<file path="src/rtl/pipe_pkg.sv">
// Shared definitions for the MIPS pipeline stage registers: default widths,
// exception entry vector, exception codes and the saturating Tnew decrement.
package pipe_pkg;

  localparam int A_W   = 5;
  localparam int T_W   = 4;
  localparam int EXC_W = 5;

  localparam logic [31:0] EXC_ENTRY = 32'h0000_4180;

  // Interrupt shares code 0 with "no exception"; the cause register tells them apart.
  typedef enum logic [EXC_W-1:0] {
    EXC_INT  = 5'd0,
    EXC_ADEL = 5'd4,
    EXC_ADES = 5'd5,
    EXC_RI   = 5'd10,
    EXC_OV   = 5'd12
  } exc_code_e;

  localparam exc_code_e EXC_NONE = EXC_INT;

  function automatic logic [31:0] sat_dec(input logic [31:0] x);
    return (x == 32'd0) ? 32'd0 : x - 32'd1;
  endfunction

endpackage

</file>
<file path="src/rtl/pipe_stage_reg_if.sv">
// Bundle of everything crossing one pipeline boundary: control strobes,
// the incoming instruction fields and the registered outgoing fields.
interface pipe_stage_reg_if #(
  parameter int PAYLOAD_W = 96,
  parameter int A_W       = 5,
  parameter int T_W       = 4,
  parameter int EXC_W     = 5
);
  logic                 en;
  logic                 flush;
  logic                 req;
  logic                 valid_in;
  logic [31:0]          pc_in;
  logic [31:0]          instr_in;
  logic [PAYLOAD_W-1:0] payload_in;
  logic                 wr_en_in;
  logic [A_W-1:0]       a3_in;
  logic [T_W-1:0]       tnew_in;
  logic [EXC_W-1:0]     exc_in;
  logic                 bd_in;

  logic                 valid_out;
  logic [31:0]          pc_out;
  logic [31:0]          instr_out;
  logic [PAYLOAD_W-1:0] payload_out;
  logic                 wr_en_out;
  logic [A_W-1:0]       a3_out;
  logic [T_W-1:0]       tnew_out;
  logic [EXC_W-1:0]     exc_out;
  logic                 bd_out;
  logic                 fwd_ok;

  modport master (
    output en, flush, req, valid_in, pc_in, instr_in, payload_in,
           wr_en_in, a3_in, tnew_in, exc_in, bd_in,
    input  valid_out, pc_out, instr_out, payload_out, wr_en_out,
           a3_out, tnew_out, exc_out, bd_out, fwd_ok
  );

  modport slave (
    input  en, flush, req, valid_in, pc_in, instr_in, payload_in,
           wr_en_in, a3_in, tnew_in, exc_in, bd_in,
    output valid_out, pc_out, instr_out, payload_out, wr_en_out,
           a3_out, tnew_out, exc_out, bd_out, fwd_ok
  );

endinterface

</file>
<file path="src/rtl/pipe_stage_reg_tnew_ctr.sv">
// Tnew hazard countdown: loads a pre-decremented value on capture, clears on
// bubble/exception, and optionally keeps counting down while the stage is held.
module tnew_ctr
  import pipe_pkg::*;
#(
  parameter int W = 4
) (
  input  logic         clk,
  input  logic         reset,
  input  logic         clr_i,
  input  logic         load_i,
  input  logic [W-1:0] load_val_i,
  input  logic         decay_i,
  output logic [W-1:0] cnt_o
);

  logic [W-1:0] cnt_q, cnt_d;

  always_comb begin
    cnt_d = cnt_q;
    if (clr_i)
      cnt_d = '0;
    else if (load_i)
      cnt_d = W'(sat_dec(32'(load_val_i)));
    else if (decay_i)
      cnt_d = W'(sat_dec(32'(cnt_q)));
  end

  always_ff @(posedge clk) begin
    if (reset)
      cnt_q <= '0;
    else
      cnt_q <= cnt_d;
  end

  assign cnt_o = cnt_q;

endmodule

</file>
<file path="src/rtl/pipe_stage_reg.sv">
// Generic inter-stage pipeline register (D/E, E/M, M/W) with valid tracking,
// bubble insertion, exception clearing and Tnew countdown.
module pipe_stage_reg
  import pipe_pkg::*;
#(
  parameter int          PAYLOAD_W  = 96,
  parameter int          A_W        = pipe_pkg::A_W,
  parameter int          T_W        = pipe_pkg::T_W,
  parameter int          EXC_W      = pipe_pkg::EXC_W,
  parameter logic [31:0] EXC_ENTRY  = pipe_pkg::EXC_ENTRY,
  parameter bit          HOLD_DECAY = 1'b0
) (
  input logic              clk,
  input logic              reset,
  pipe_stage_reg_if.slave  stg
);

  logic                 valid_q, valid_d;
  logic [31:0]          pc_q, pc_d;
  logic [31:0]          instr_q, instr_d;
  logic [PAYLOAD_W-1:0] payload_q, payload_d;
  logic                 wr_en_q, wr_en_d;
  logic [A_W-1:0]       a3_q, a3_d;
  logic [EXC_W-1:0]     exc_q, exc_d;
  logic                 bd_q, bd_d;
  logic [T_W-1:0]       tnew_q;

  // Flush keeps PC and delay-slot flag so the EPC of a bubbled slot stays correct.
  always_comb begin
    valid_d   = valid_q;
    pc_d      = pc_q;
    instr_d   = instr_q;
    payload_d = payload_q;
    wr_en_d   = wr_en_q;
    a3_d      = a3_q;
    exc_d     = exc_q;
    bd_d      = bd_q;
    if (stg.req) begin
      valid_d   = 1'b0;
      pc_d      = EXC_ENTRY;
      instr_d   = '0;
      payload_d = '0;
      wr_en_d   = 1'b0;
      a3_d      = '0;
      exc_d     = '0;
      bd_d      = 1'b0;
    end else if (stg.flush) begin
      valid_d   = 1'b0;
      pc_d      = stg.pc_in;
      instr_d   = '0;
      payload_d = '0;
      wr_en_d   = 1'b0;
      a3_d      = '0;
      exc_d     = '0;
      bd_d      = stg.bd_in;
    end else if (stg.en) begin
      valid_d   = stg.valid_in;
      pc_d      = stg.pc_in;
      instr_d   = stg.instr_in;
      payload_d = stg.payload_in;
      wr_en_d   = stg.wr_en_in & stg.valid_in;
      a3_d      = stg.a3_in;
      exc_d     = stg.valid_in ? stg.exc_in : '0;
      bd_d      = stg.bd_in;
    end
  end

  always_ff @(posedge clk) begin
    if (reset) begin
      valid_q   <= 1'b0;
      pc_q      <= '0;
      instr_q   <= '0;
      payload_q <= '0;
      wr_en_q   <= 1'b0;
      a3_q      <= '0;
      exc_q     <= '0;
      bd_q      <= 1'b0;
    end else begin
      valid_q   <= valid_d;
      pc_q      <= pc_d;
      instr_q   <= instr_d;
      payload_q <= payload_d;
      wr_en_q   <= wr_en_d;
      a3_q      <= a3_d;
      exc_q     <= exc_d;
      bd_q      <= bd_d;
    end
  end

  tnew_ctr #(.W(T_W)) u_tnew (
    .clk        (clk),
    .reset      (reset),
    .clr_i      (stg.req | stg.flush),
    .load_i     (stg.en),
    .load_val_i (stg.tnew_in),
    .decay_i    (HOLD_DECAY & ~stg.en),
    .cnt_o      (tnew_q)
  );

  assign stg.valid_out   = valid_q;
  assign stg.pc_out      = pc_q;
  assign stg.instr_out   = instr_q;
  assign stg.payload_out = payload_q;
  assign stg.wr_en_out   = wr_en_q;
  assign stg.a3_out      = a3_q;
  assign stg.tnew_out    = tnew_q;
  assign stg.exc_out     = exc_q;
  assign stg.bd_out      = bd_q;
  assign stg.fwd_ok      = valid_q & wr_en_q & (a3_q != '0) & (tnew_q == '0);

endmodule
</file>
<file path="src/flat_wrapper.sv">
// flat-port wrapper written by rule: the top's interface ports become plain ports
module pipe_stage_reg_flat import pipe_pkg::*;
#(
  parameter int          PAYLOAD_W  = 96,
  parameter int          A_W        = pipe_pkg::A_W,
  parameter int          T_W        = pipe_pkg::T_W,
  parameter int          EXC_W      = pipe_pkg::EXC_W,
  parameter logic [31:0] EXC_ENTRY  = pipe_pkg::EXC_ENTRY,
  parameter bit          HOLD_DECAY = 1'b0
)
  (clk, reset, stg_en, stg_flush, stg_req, stg_valid_in, stg_pc_in, stg_instr_in, stg_payload_in, stg_wr_en_in, stg_a3_in, stg_tnew_in, stg_exc_in, stg_bd_in, stg_valid_out, stg_pc_out, stg_instr_out, stg_payload_out, stg_wr_en_out, stg_a3_out, stg_tnew_out, stg_exc_out, stg_bd_out, stg_fwd_ok);
  pipe_stage_reg_if #(.PAYLOAD_W(PAYLOAD_W), .A_W(A_W), .T_W(T_W), .EXC_W(EXC_W)) stg_i ();
  input logic clk;
  input logic reset;
  input wire logic [$bits(stg_i.en)-1:0] stg_en;
  input wire logic [$bits(stg_i.flush)-1:0] stg_flush;
  input wire logic [$bits(stg_i.req)-1:0] stg_req;
  input wire logic [$bits(stg_i.valid_in)-1:0] stg_valid_in;
  input wire logic [$bits(stg_i.pc_in)-1:0] stg_pc_in;
  input wire logic [$bits(stg_i.instr_in)-1:0] stg_instr_in;
  input wire logic [$bits(stg_i.payload_in)-1:0] stg_payload_in;
  input wire logic [$bits(stg_i.wr_en_in)-1:0] stg_wr_en_in;
  input wire logic [$bits(stg_i.a3_in)-1:0] stg_a3_in;
  input wire logic [$bits(stg_i.tnew_in)-1:0] stg_tnew_in;
  input wire logic [$bits(stg_i.exc_in)-1:0] stg_exc_in;
  input wire logic [$bits(stg_i.bd_in)-1:0] stg_bd_in;
  output wire logic [$bits(stg_i.valid_out)-1:0] stg_valid_out;
  output wire logic [$bits(stg_i.pc_out)-1:0] stg_pc_out;
  output wire logic [$bits(stg_i.instr_out)-1:0] stg_instr_out;
  output wire logic [$bits(stg_i.payload_out)-1:0] stg_payload_out;
  output wire logic [$bits(stg_i.wr_en_out)-1:0] stg_wr_en_out;
  output wire logic [$bits(stg_i.a3_out)-1:0] stg_a3_out;
  output wire logic [$bits(stg_i.tnew_out)-1:0] stg_tnew_out;
  output wire logic [$bits(stg_i.exc_out)-1:0] stg_exc_out;
  output wire logic [$bits(stg_i.bd_out)-1:0] stg_bd_out;
  output wire logic [$bits(stg_i.fwd_ok)-1:0] stg_fwd_ok;
  assign stg_i.en = stg_en;
  assign stg_i.flush = stg_flush;
  assign stg_i.req = stg_req;
  assign stg_i.valid_in = stg_valid_in;
  assign stg_i.pc_in = stg_pc_in;
  assign stg_i.instr_in = stg_instr_in;
  assign stg_i.payload_in = stg_payload_in;
  assign stg_i.wr_en_in = stg_wr_en_in;
  assign stg_i.a3_in = stg_a3_in;
  assign stg_i.tnew_in = stg_tnew_in;
  assign stg_i.exc_in = stg_exc_in;
  assign stg_i.bd_in = stg_bd_in;
  assign stg_valid_out = stg_i.valid_out;
  assign stg_pc_out = stg_i.pc_out;
  assign stg_instr_out = stg_i.instr_out;
  assign stg_payload_out = stg_i.payload_out;
  assign stg_wr_en_out = stg_i.wr_en_out;
  assign stg_a3_out = stg_i.a3_out;
  assign stg_tnew_out = stg_i.tnew_out;
  assign stg_exc_out = stg_i.exc_out;
  assign stg_bd_out = stg_i.bd_out;
  assign stg_fwd_ok = stg_i.fwd_ok;
  pipe_stage_reg #(.PAYLOAD_W(PAYLOAD_W), .A_W(A_W), .T_W(T_W), .EXC_W(EXC_W), .EXC_ENTRY(EXC_ENTRY), .HOLD_DECAY(HOLD_DECAY)) u_core (.clk(clk), .reset(reset), .stg(stg_i));
endmodule
</file>
<file path="config.mk">
export PLATFORM = sky130hd
export DESIGN_NAME = pipe_stage_reg_flat
export DESIGN_NICKNAME = d
export VERILOG_FILES = /design/src/rtl/pipe_pkg.sv /design/src/rtl/pipe_stage_reg_if.sv /design/src/rtl/pipe_stage_reg_tnew_ctr.sv /design/src/rtl/pipe_stage_reg.sv /design/src/flat_wrapper.sv
export SDC_FILE = /design/constraint.sdc
export NUM_CORES = 1
export LEC_CHECK = 0
export ABC_AREA = 0
export CELL_PAD_IN_SITES_DETAIL_PLACEMENT = 0
export CELL_PAD_IN_SITES_GLOBAL_PLACEMENT = 1
export CORE_MARGIN = 2
export CORE_UTILIZATION = 29
export DETAILED_ROUTE_END_ITERATION = 8
export GPL_TIMING_DRIVEN = 0
export PLACE_DENSITY = 0.91
export SLEW_MARGIN = 0
export SYNTH_ARGS = -nofsm -noshare
export SYNTH_HDL_FRONTEND = slang
export SYNTH_SLANG_ARGS = --single-unit
export TNS_END_PERCENT = 10
</file>
<file path="constraint.sdc">
create_clock -name clk -period 2.5 [get_ports clk]
set_input_delay 0.375 -clock clk [delete_from_list [all_inputs] [get_ports clk]]
set_output_delay 0.375 -clock clk [all_outputs]
set_load 0.02 [all_outputs]
</file>
# After elaboration in Yosys (flattened, before gate mapping)
# Index checks and enable logic that the tools add are counted.
word_totals:
  regBits: 177
  input_bits: 182
  output_inout_bits: 178
  wordCells: 31
classes:
  addsub: 1
  muxes: 7
  bitwise_logic: 5
  reduce_logical: 8
ops:
  columns: ["operator", "n"]
  rows:
  - ["two-way mux 32 bit", 2]
  - ["two-way mux 15 bit", 1]
  - ["logical NOT 4 bit", 2]
  - ["two-way mux 5 bit", 1]
  - ["nonzero test 5 bit", 1]
  - ["bitwise AND 1 bit", 4]
  - ["two-way mux 4 bit", 1]
  - ["OR reduction 2 bit", 2]
  - ["subtractor 4 x 1 -> 4 bit, second input constant", 1]
  - ["nonzero test 3 bit", 1]
  - ["OR reduction 3 bit", 1]
  - ["two-way mux 1 bit", 2]
  - ["nonzero test 2 bit", 1]
  - ["bitwise OR 1 bit", 1]

# Depth between registers and ports, before layout
depth:
  depth_word: 3
  ltp_mapped: 6
  mapped_depth_nobuf: 3

# Cells and area by module
# Synthesis repeated with hierarchy kept, for this count alone.
hier_totals:
  hier_cells: 647
  area_unflattened_um2: 6657.6
modules_own_cells:
  columns: ["mod", "instances", "cells_per_inst", "area_each_um2", "seq_area_each_um2"]
  rows:
  - ["pipe_stage_reg", 1, 618, 6402.4, 3463.3]
  - ["tnew_ctr", 1, 29, 255.2, 80.1]

# Least setup slack after synthesis
# OpenSTA, ideal clock, no wires.
synth_timing:
  kind: "register to output"
  from: "register u_core.u_tnew.cnt_q[3] (netlist: u_core.u_tnew.cnt_o[3])"
  to: "output port stg_fwd_ok"
  arrival_time_ps: 1094
  required_time_ps: 2125
  slack_ps: 1031
  stages_incl_launch_ff: 4
  path_buffers: 0
  path_cell_list: "dfxtp_1 > nor4_1 > nand3_1 > a21oi_1"
synth_via:
  elab_chain_len: 2
synth_rtl:
  columns: ["element", "line_no", "rtl"]
  rows:
  - ["start, declared", "pipe_stage_reg_tnew_ctr.sv:17", "logic [W-1:0] cnt_q, cnt_d;"]
  - ["start signal, assigned", "pipe_stage_reg_tnew_ctr.sv:33", "cnt_q <= cnt_d;"]
  - ["logical NOT 4 bit", "pipe_stage_reg.sv:109", "assign stg.fwd_ok = valid_q & wr_en_q & (a3_q != '0) & (tnew_q == '0);"]
  - ["bitwise AND 1 bit", "pipe_stage_reg.sv:109", null]
  - ["end, declared", "flat_wrapper.sv:36", "output wire logic [$bits(stg_i.fwd_ok)-1:0] stg_fwd_ok;"]
# No other way between the ends.

# Worst setup path after layout
# Same ends and word-level chain as after synthesis.

==> reports/summary.txt <==
status: finished, final reports clean
# IOs: 360
CP Max Fanout: 3
layout cell share with drive strength beyond 1: 0.0836
HP Start: u_core.stg.pc_out[25]
Mean Syn Cell Area: 10.1 sq um
Hold WC Path Type: reg -> reg
Bufs on Longest Clock Path: 2
Worst Max-Slew Pin Slew: 658 ps
sum of buffers and inverters on the critical path: 1
CTS Buf Count: 17
fmax: 494 MHz
P per Cell Area: 597 mW/mm^2
Critical Path Start: u_core.u_tnew.cnt_o[3]
Nets: 1186
Synth Net Count: 809
adder-cell share of the synthesized area: 0
number of hold buffers added after cts: 0
design area: 0.0109 sq mm
# rows: 54
DR vias/cell: 4.37
Worst slew margin: 0.561
largest net degree at the start of global routing: 19
Die H: 152 um
vias in the first global route: 5416
Max VDD drop: 0.435 mV
post-layout minimum cycle time: 2020 ps
top-area cell type share of the netlist area: 0.560
initial DRC count: 128
# port buffers: 358
Critical Path Source Type: register
Area Overhead vs Synth: 71.7%
Synth Area in Compound Gates: 0.0453
residual DRC count: 0
Arrival @ worst endpoint: 1650 ps
CP Class: reg -> out
first-pass GRT wire length: 29.4 mm
antenna violations before repair: 0
htree depth: 4
WL/cell: 15.5 um
Slew Limit Fails: 0
leakage: 4.33 nW
total track usage: 0.167
largest family of logic cells by synthesized area: multiplexers
commonest non-fill, non-tap cell in the layout: clkdlybuf4s50_1
R2R Path Start: u_core.u_tnew.cnt_o[1]
synthesized cell area: 0.00633 sq mm
die footprint: 0.0230 sq mm
Post-Synth XOR/XNOR Area: 0
die span in x: 152 um
fin crit share: 0.809
clk sinks: 177
Clock Latency Late Sink: 420 ps
Worst-path clk slew: 80 ps
commonest non-fill, non-tap cells in the layout: clkdlybuf4s50_1 (357), dfxtp_1 (177), mux2i_1 (133)
gp weighted congestion: 0.758
# diodes: 0
Final ANT Viol Nets: 0
unrepaired setup endpoints after global routing: no
CTS tree: built
Pre-Repair DR Iteration Count: 4
Netlist cell types: 27
Synth Warn #: 0
via count: 5673
CP required: 2120 ps
final hold vios: 0
register area share after synthesis: 0.560
core area: 0.0216 sq mm
crit end category: output port
Syn Inst Count: 627
# setup viols final: 0
Initial Util: 0.293
MaxCap Viol Count: 0
Max stage delay on crit path: 350 ps
Synth Register Bits: 177
family with the most delay on the worst path: simple AND/OR/NAND/NOR gates
post-DP HPWL: 15.4 mm
area leader, netlist: dfxtp_1
multiplexer area fraction after synthesis: 0.210
Post-Synth Simple-Gate Area: 0.144
Cell Area, Placed: 0.0103 sq mm
slowest CP cell: nor4_1
ranking of synthesized cells by area: dfxtp_1 (56%), mux2i_1 (21%), nor2_1 (7.5%), nand2_1 (4.0%), a21oi_1 (2.6%)
Detailed Route WL: 20.2 mm
grt total ovfl: 0
clock skew: 0 ps
root buffer cell: clkbuf_16
CP cell instances: nor4_1, nand3_1, a21oi_1, dlymetal6s2s_1
Setup TNS: 0 ps
[state kept, by name, summed over array words and instances, names as in the netlist]
signal	count
u_core.stg.payload_out	96
u_core.stg.instr_out	32
u_core.stg.pc_out	32
u_core.stg.a3_out	5
u_core.stg.exc_out	5
u_core.u_tnew.cnt_o	4
u_core.stg.bd_out	1
u_core.stg.valid_out	1
u_core.stg.wr_en_out	1
[metrics by stage]
step / power [mW] / util / worst slack (ps) / hold WS (ps) / instances
CTS: 6.57 / 0.502 / 76.1 / 453 / 1297
floorplan: 3.34 / - / 1030 / 444 / 627
detailed placement: 3.83 / 0.475 / 175 / 443 / 1265
finish: 6.48 / 0.502 / 477 / 448 / 1297
global route: 6.74 / 0.502 / 342 / 479 / 1297
global placement: 3.82 / 0.475 / 180 / 437 / 1265
[repair_timing]
action / 4_1_cts / 5_1_grt
setup buffers: 0 / 0
resized for setup: 0 / 1
endpoints found under the setup margin: 0 / 1
[where the power goes]
group | leakage, nW | switching [mW] | internal, mW | total, mW
logic | 2.60 | 0.354 | 0.491 | 0.845
registers | 1.44 | 0.0331 | 2.88 | 2.92
clock network | 0.293 | 1.29 | 1.44 | 2.72
[tightest hold or removal path, cell delays in order, from the launching register on]
cell and delay [ps]:
dfxtp_1 310, nand2_1 50, a21oi_1 50
[path summary, 6_finish.rpt]
kind	to	slack, ps	cells after the start
worst min-delay path	u_core.stg.pc_out[25]	450	2
worst min register to register	u_core.stg.pc_out[25]	450	2
worst max register to register	u_core.u_tnew.cnt_o[1]	1790	2
worst max-delay path	stg_fwd_ok	480	4
[synthesized netlist by cell type (all sizes together)]
cell type	number
nand3	1
buf	33
dfxtp	177
a22oi	6
a311oi	2
clkinv	1
clkbuf	10
mux2i	133
nand2	68
nor4	1
and2	1
nor3	2
nand2b	1
o21ai	2
or2	2
a21oi	33
inv	1
nor2	146
a31oi	3
o311ai	1
o31a	1
or3	1
nand3b	1
[per-layer routing]
| layer | track usage | up-vias | part of all wire |
|---|---|---|---|
| li1 | - | 2830 | - |
| met1 | 0.191 | 2602 | 0.39 |
| met2 | 0.288 | 224 | 0.50 |
| met3 | 0.0668 | 17 | 0.097 |
| met4 | 0.0444 | 0 | 0.012 |
| met5 | 0 | - | 0 |
[layout make-up]
class | instances | area, sq um
repair buffers | 358 | 3590
plain buffers | 43 | 245
multi-input cells | 405 | 2530
fillers | 1960 | 10800
clock buffers | 18 | 429
clock inverters | 14 | 169
inverters | 2 | 7.51
well taps | 280 | 350
flip-flops and latches | 177 | 3540
[cell families (layout without fill, tap and decap cells)]
logic type      Yosys count  after routing
flops                   177            177
mux                     133            133
simple gates            224            224
compound gates           48             48
buf+inv                  45            435
(Power assumes the default switching activity.)
==> edit 1: new RTL, config.mk and constraints unchanged <==
Reset style: asynchronous (`reset`), changed in 2 clocked blocks.
--- a/src/rtl/pipe_stage_reg_tnew_ctr.sv
+++ b/src/rtl/pipe_stage_reg_tnew_ctr.sv
@@ -27,5 +27,5 @@
   end
 
-  always_ff @(posedge clk) begin
+  always_ff @(posedge clk or posedge reset) begin
     if (reset)
       cnt_q <= '0;
--- a/src/rtl/pipe_stage_reg.sv
+++ b/src/rtl/pipe_stage_reg.sv
@@ -66,5 +66,5 @@
   end
 
-  always_ff @(posedge clk) begin
+  always_ff @(posedge clk or posedge reset) begin
     if (reset) begin
       valid_q   <= 1'b0;
Behaviour: differs if reset is asserted again (counterexample within 4 cycles, from zero or initial values and one cycle with reset high); with reset held inactive, the same outputs for 4 cycles.
==> edit 1 against the original RTL <==
Fmax down 7.8%. Register-to-register slack worse by 0.05 ns. Critical path depth unchanged. Routed wire length up 8.0%. Sequential cell count unchanged. Critical path type unchanged. Synthesized area up 3.4%. Final area up 2.5%. Count of clock-buffer cells in the layout up 2. Setup slack worse by 0.17 ns. Total power up 1.7%. Sequential share of layout area up 7.2 points. Hold slack worse by 0.16 ns. Clock skew unchanged.
==> edit 1: results (changes against the original RTL) <==
===========================================================================
Result of the run                                              finished clean   unchanged
Global routing usage summed across all routing layers                 18.3%   was 16.7%
Setup Slack @ Placement                                            0.140 ns   was 0.175 ns
Critical path launch point                                     u_core.u_tnew.cnt_o[1]$_DFFE_PP0P_   was u_core.u_tnew.cnt_o[3]$_SDFFE_PP0P_
Maximum VDD drop                                                   0.283 mV   was 0.435 mV
Initial antenna violation count                                           0   unchanged
Worst-case headroom to the max-slew limit                             61.8%   was 56.1%
GR Layer Usage met3                                                   5.38%   was 6.68%
Number of nets in the synthesized netlist                               665   was 809
Asr flop ratio synth                                                   100%   was 0%
Register-to-Register Setup Slack                                    1.74 ns   was 1.79 ns
Detailed-placement wirelength estimate                             16800 um   was 15400 um
Wire length of the first global-routing pass                       33900 um   was 29400 um
CP max-delay cell                                                   dfrtp_1   was nor4_1
Number of nets in the layout                                           1046   was 1186
Final critical delay including setup and external delays            2.19 ns   was 2.02 ns
Hold Worst Slack                                                   0.291 ns   was 0.448 ns
DP Cell Count                                                          1124   was 1265
Count of unique library cells instantiated by Yosys                      21   was 27
Wirelength, routed                                                 21800 um   was 20200 um
Maximum number of pins on one net before global-route repair             43   was 19
Synth top cells by count                                       dfrtp_1, a22o_1, nand2_1   was dfxtp_1, mux2i_1, nor2_1
Routability Congestion                                                0.764   was 0.758
Tightest Hold Check Type                                             in2reg   was reg2reg
Met1 Usage GRT                                                        22.4%   was 19.1%
Compound-cell area share of the yosys netlist                         21.8%   was 4.53%
Sequential element share of the synthesized area                      67.7%   was 56.0%
Leading post-synthesis cells by cell area                      dfrtp_1, a22o_1, nand2b_1, nand2_1, o21ai_0   was dfxtp_1, mux2i_1, nor2_1, nand2_1, a21oi_1
Fraction of layout instances using a drive strength above 1           7.88%   was 8.36%
Global-route track usage on met2                                      31.1%   was 28.8%
Number of global-route vias before repair                              5934   was 5416
Reg-to-reg critical path startpoint                            u_core.stg.a3_out[0]$_DFFE_PP0P_   was u_core.u_tnew.cnt_o[1]$_SDFFE_PP0P_
Count of mapped cells out of synthesis                                  482   was 627
Number of DRC markers in iteration 0                                    229   was 128
Worst flop-to-flop path endpoint                               u_core.stg.a3_out[0]$_DFFE_PP0P_   was u_core.u_tnew.cnt_o[1]$_SDFFE_PP0P_
Number of cells on the worst hold path                                    3   was 2
Per-cell via count in the routed design                                4.74   was 4.37
Most used flip-flop cell after synthesis                            dfrtp_1   was dfxtp_1
Hold Path Origin                                                    stg_req   was u_core.stg.pc_out[25]$_SDFFE_PP0P_
Post-detailed-route wirelength per cell                             18.8 um   was 15.5 um
Adder-cell area share of the yosys netlist                           0.191%   was 0%
Largest incremental delay on the critical path                      0.41 ns   was 0.35 ns
Area share of xor/xnor cells in the synthesized design               0.268%   was 0%
===========================================================================
[edit 1: area by class of cell]
class	instances	area [um2]
multi-input cells	260	1870
well taps	280	350
fillers	1933	10800
clock buffers	20	447
plain buffers	42	236
inverters	3	15.0
clock inverters	12	119
repair buffers	362	3660
flip-flops and latches	177	4430
[edit 1: layer usage]
layer,routed length [um],up-vias
met2,10800,228
li1,-,2532
met1,8980,2696
met4,481,0
met3,1550,28
met5,0,-
[edit 1: power by group]
part / leakage, nW / switching [mW] / internal [mW]
Combinational: 2.22 / 0.430 / 0.538
Clock: 0.275 / 1.24 / 1.35
Sequential: 2.39 / 0.0637 / 2.97
Total: 4.89 / 1.74 / 4.86
[edit 1: tightest hold or removal path, delay by kind of cell]
family,cells,cell delay (ns)
buf+inv,1,0.12
simple gates,1,0.10
compound gates,1,0.07
[edit 1: repair_timing]
item | CTS | global route
resized for setup | 2 | 0
endpoints found under the hold margin | 0 | 0
endpoints found under the setup margin | 1 | 0
==> edit 2: new RTL, same flow settings <==
Made on the original files. `HOLD_DECAY` is set to 1'b0 in 2 places; all go to 1'b1.
--- a/src/rtl/pipe_stage_reg.sv
+++ b/src/rtl/pipe_stage_reg.sv
@@ -9,5 +9,5 @@
   parameter int          EXC_W      = pipe_pkg::EXC_W,
   parameter logic [31:0] EXC_ENTRY  = pipe_pkg::EXC_ENTRY,
-  parameter bit          HOLD_DECAY = 1'b0
+  parameter bit          HOLD_DECAY = 1'b1
 ) (
   input logic              clk,
--- a/src/flat_wrapper.sv
+++ b/src/flat_wrapper.sv
@@ -7,5 +7,5 @@
   parameter int          EXC_W      = pipe_pkg::EXC_W,
   parameter logic [31:0] EXC_ENTRY  = pipe_pkg::EXC_ENTRY,
-  parameter bit          HOLD_DECAY = 1'b0
+  parameter bit          HOLD_DECAY = 1'b1
 )
   (clk, reset, stg_en, stg_flush, stg_req, stg_valid_in, stg_pc_in, stg_instr_in, stg_payload_in, stg_wr_en_in, stg_a3_in, stg_tnew_in, stg_exc_in, stg_bd_in, stg_valid_out, stg_pc_out, stg_instr_out, stg_payload_out, stg_wr_en_out, stg_a3_out, stg_tnew_out, stg_exc_out, stg_bd_out, stg_fwd_ok);
Check against the original RTL: not equivalent (a bounded check fails within 4 cycles, from zero or initial values and one cycle with reset high).
==> edit 2 against the original RTL <==
Utilization fell by 0.087 points. Synthesized cell count rose by 0.64%. Routed wire length shrank 1.4%. Clock power is 4% lower. Setup slack got worse by 0.15 ns. Synthesized area hardly changed. Sequential cell count did not move. Hold slack improved by 0.0029 ns. Total power down 1.7%. Sequential share of layout area up 0.057 points. Final area decreased by 0.17%. Clock skew rose by 0.0098 ns. Fmax fell by 7.0%. Highest routed layer unchanged.
==> edit 2: results (changes against the original RTL) <==
===========================================================================
Result of the run                                              finished clean   unchanged
Syn_area_per_cell                                                  10.0 um2   was 10.1 um2
DP Cell Count                                                          1269   was 1265
Switching pwr                                                       1.62 mW   was 1.67 mW
Hold Path Origin                                               u_core.stg.pc_out[9]$_SDFFE_PP0P_   was u_core.stg.pc_out[25]$_SDFFE_PP0P_
Sum of routed wire segments on met1                                 7870 um   was 7930 um
Worst-case headroom to the max-slew limit                             58.0%   was 56.1%
Number of nets in the layout                                           1190   was 1186
Reg-to-reg critical path startpoint                            u_core.u_tnew.cnt_o[0]$_SDFF_PP0_   was u_core.u_tnew.cnt_o[1]$_SDFFE_PP0P_
Number of DRC markers in iteration 0                                    133   was 128
Per-cell via count in the routed design                                4.38   was 4.37
Depth of the most critical reg-to-reg path                                3   was 2
Count of unique library cells instantiated by Yosys                      29   was 27
Leading post-synthesis cells by cell area                      dfxtp_1, mux2i_1, nor2_1, nand2_1, a21oi_1   unchanged
Maximum clock skew at final layout                               0.00978 ns   was 0 ns
Global routing usage summed across all routing layers                 16.7%   about the same
Maximum VDD drop                                                   0.408 mV   was 0.435 mV
Hold Worst Slack                                                   0.451 ns   was 0.448 ns
Placement-stage cell area                                         10300 um2   about the same
Number of vias in the routed layout                                    5695   was 5673
Number of global-route vias before repair                              5630   was 5416
Detailed-placement wirelength estimate                             15200 um   was 15400 um
Critical-path maximum fanout                                              8   was 3
Maximum number of pins on one net before global-route repair             18   was 19
Post-detailed-route wirelength per cell                             15.3 um   was 15.5 um
Worst flop-to-flop path endpoint                               u_core.u_tnew.cnt_o[0]$_SDFF_PP0_   was u_core.u_tnew.cnt_o[1]$_SDFFE_PP0P_
Fraction of layout instances using a drive strength above 1           7.35%   was 8.36%
===========================================================================
## edit 2: what timing repair did
item                                    4_1_cts  5_1_grt
endpoints found under the setup margin        1        0
gates resized for setup                       2        0
hold endpoints to repair                      0        0
buffers inserted                              0        0
hold buffers                                  0        0
## edit 2: worst max-delay path: stages, from the launching register on
cell and delay, ns:
dfxtp_1 0.40, nor4_2 0.38, nand3_1 0.12, a21oi_1 0.13, dlygate4sd2_1 0.35
## edit 2: cell type report
| type | instances | area (um2) |
|---|---|---|
| fillers | 2066 | 10800 |
| repair buffers | 358 | 3580 |
| flip-flops and latches | 177 | 3540 |
| multi-input cells | 409 | 2550 |
| clock buffers | 20 | 457 |
| well taps | 280 | 350 |
| plain buffers | 43 | 243 |
| clock inverters | 12 | 114 |
| inverters | 2 | 7.51 |
## edit 2: cells by family (layout without fill, tap and decap cells)
logic type,after synthesis,count (layout),synth area share (%)
AOI/OAI and AO/OA,51,51,4.82
and+or+nand+nor,224,224,14.1
buffers and inverters,45,435,3.95
muxes,134,134,21.2
DFF,177,177,55.9
## edit 2: routing by layer
| metal | vias to the layer above | track usage (%) |
|---|---|---|
| met5 | - | 0 |
| met2 | 233 | 28.4 |
| met4 | 0 | 5.69 |
| met1 | 2588 | 18.9 |
| met3 | 20 | 6.77 |
| li1 | 2854 | - |
## edit 2: power by group through the flow
stage | Clock, mW | Sequential, mW | Combinational, mW
5_1_grt | 2.81 | 2.92 | 0.911
6_report | 2.62 | 2.92 | 0.842
3_5_place_dp | 0 | 2.98 | 0.850
4_1_cts | 2.71 | 2.92 | 0.855
2_1_floorplan | 0 | 3.06 | 0.282
3_3_place_gp | 0 | 2.98 | 0.845
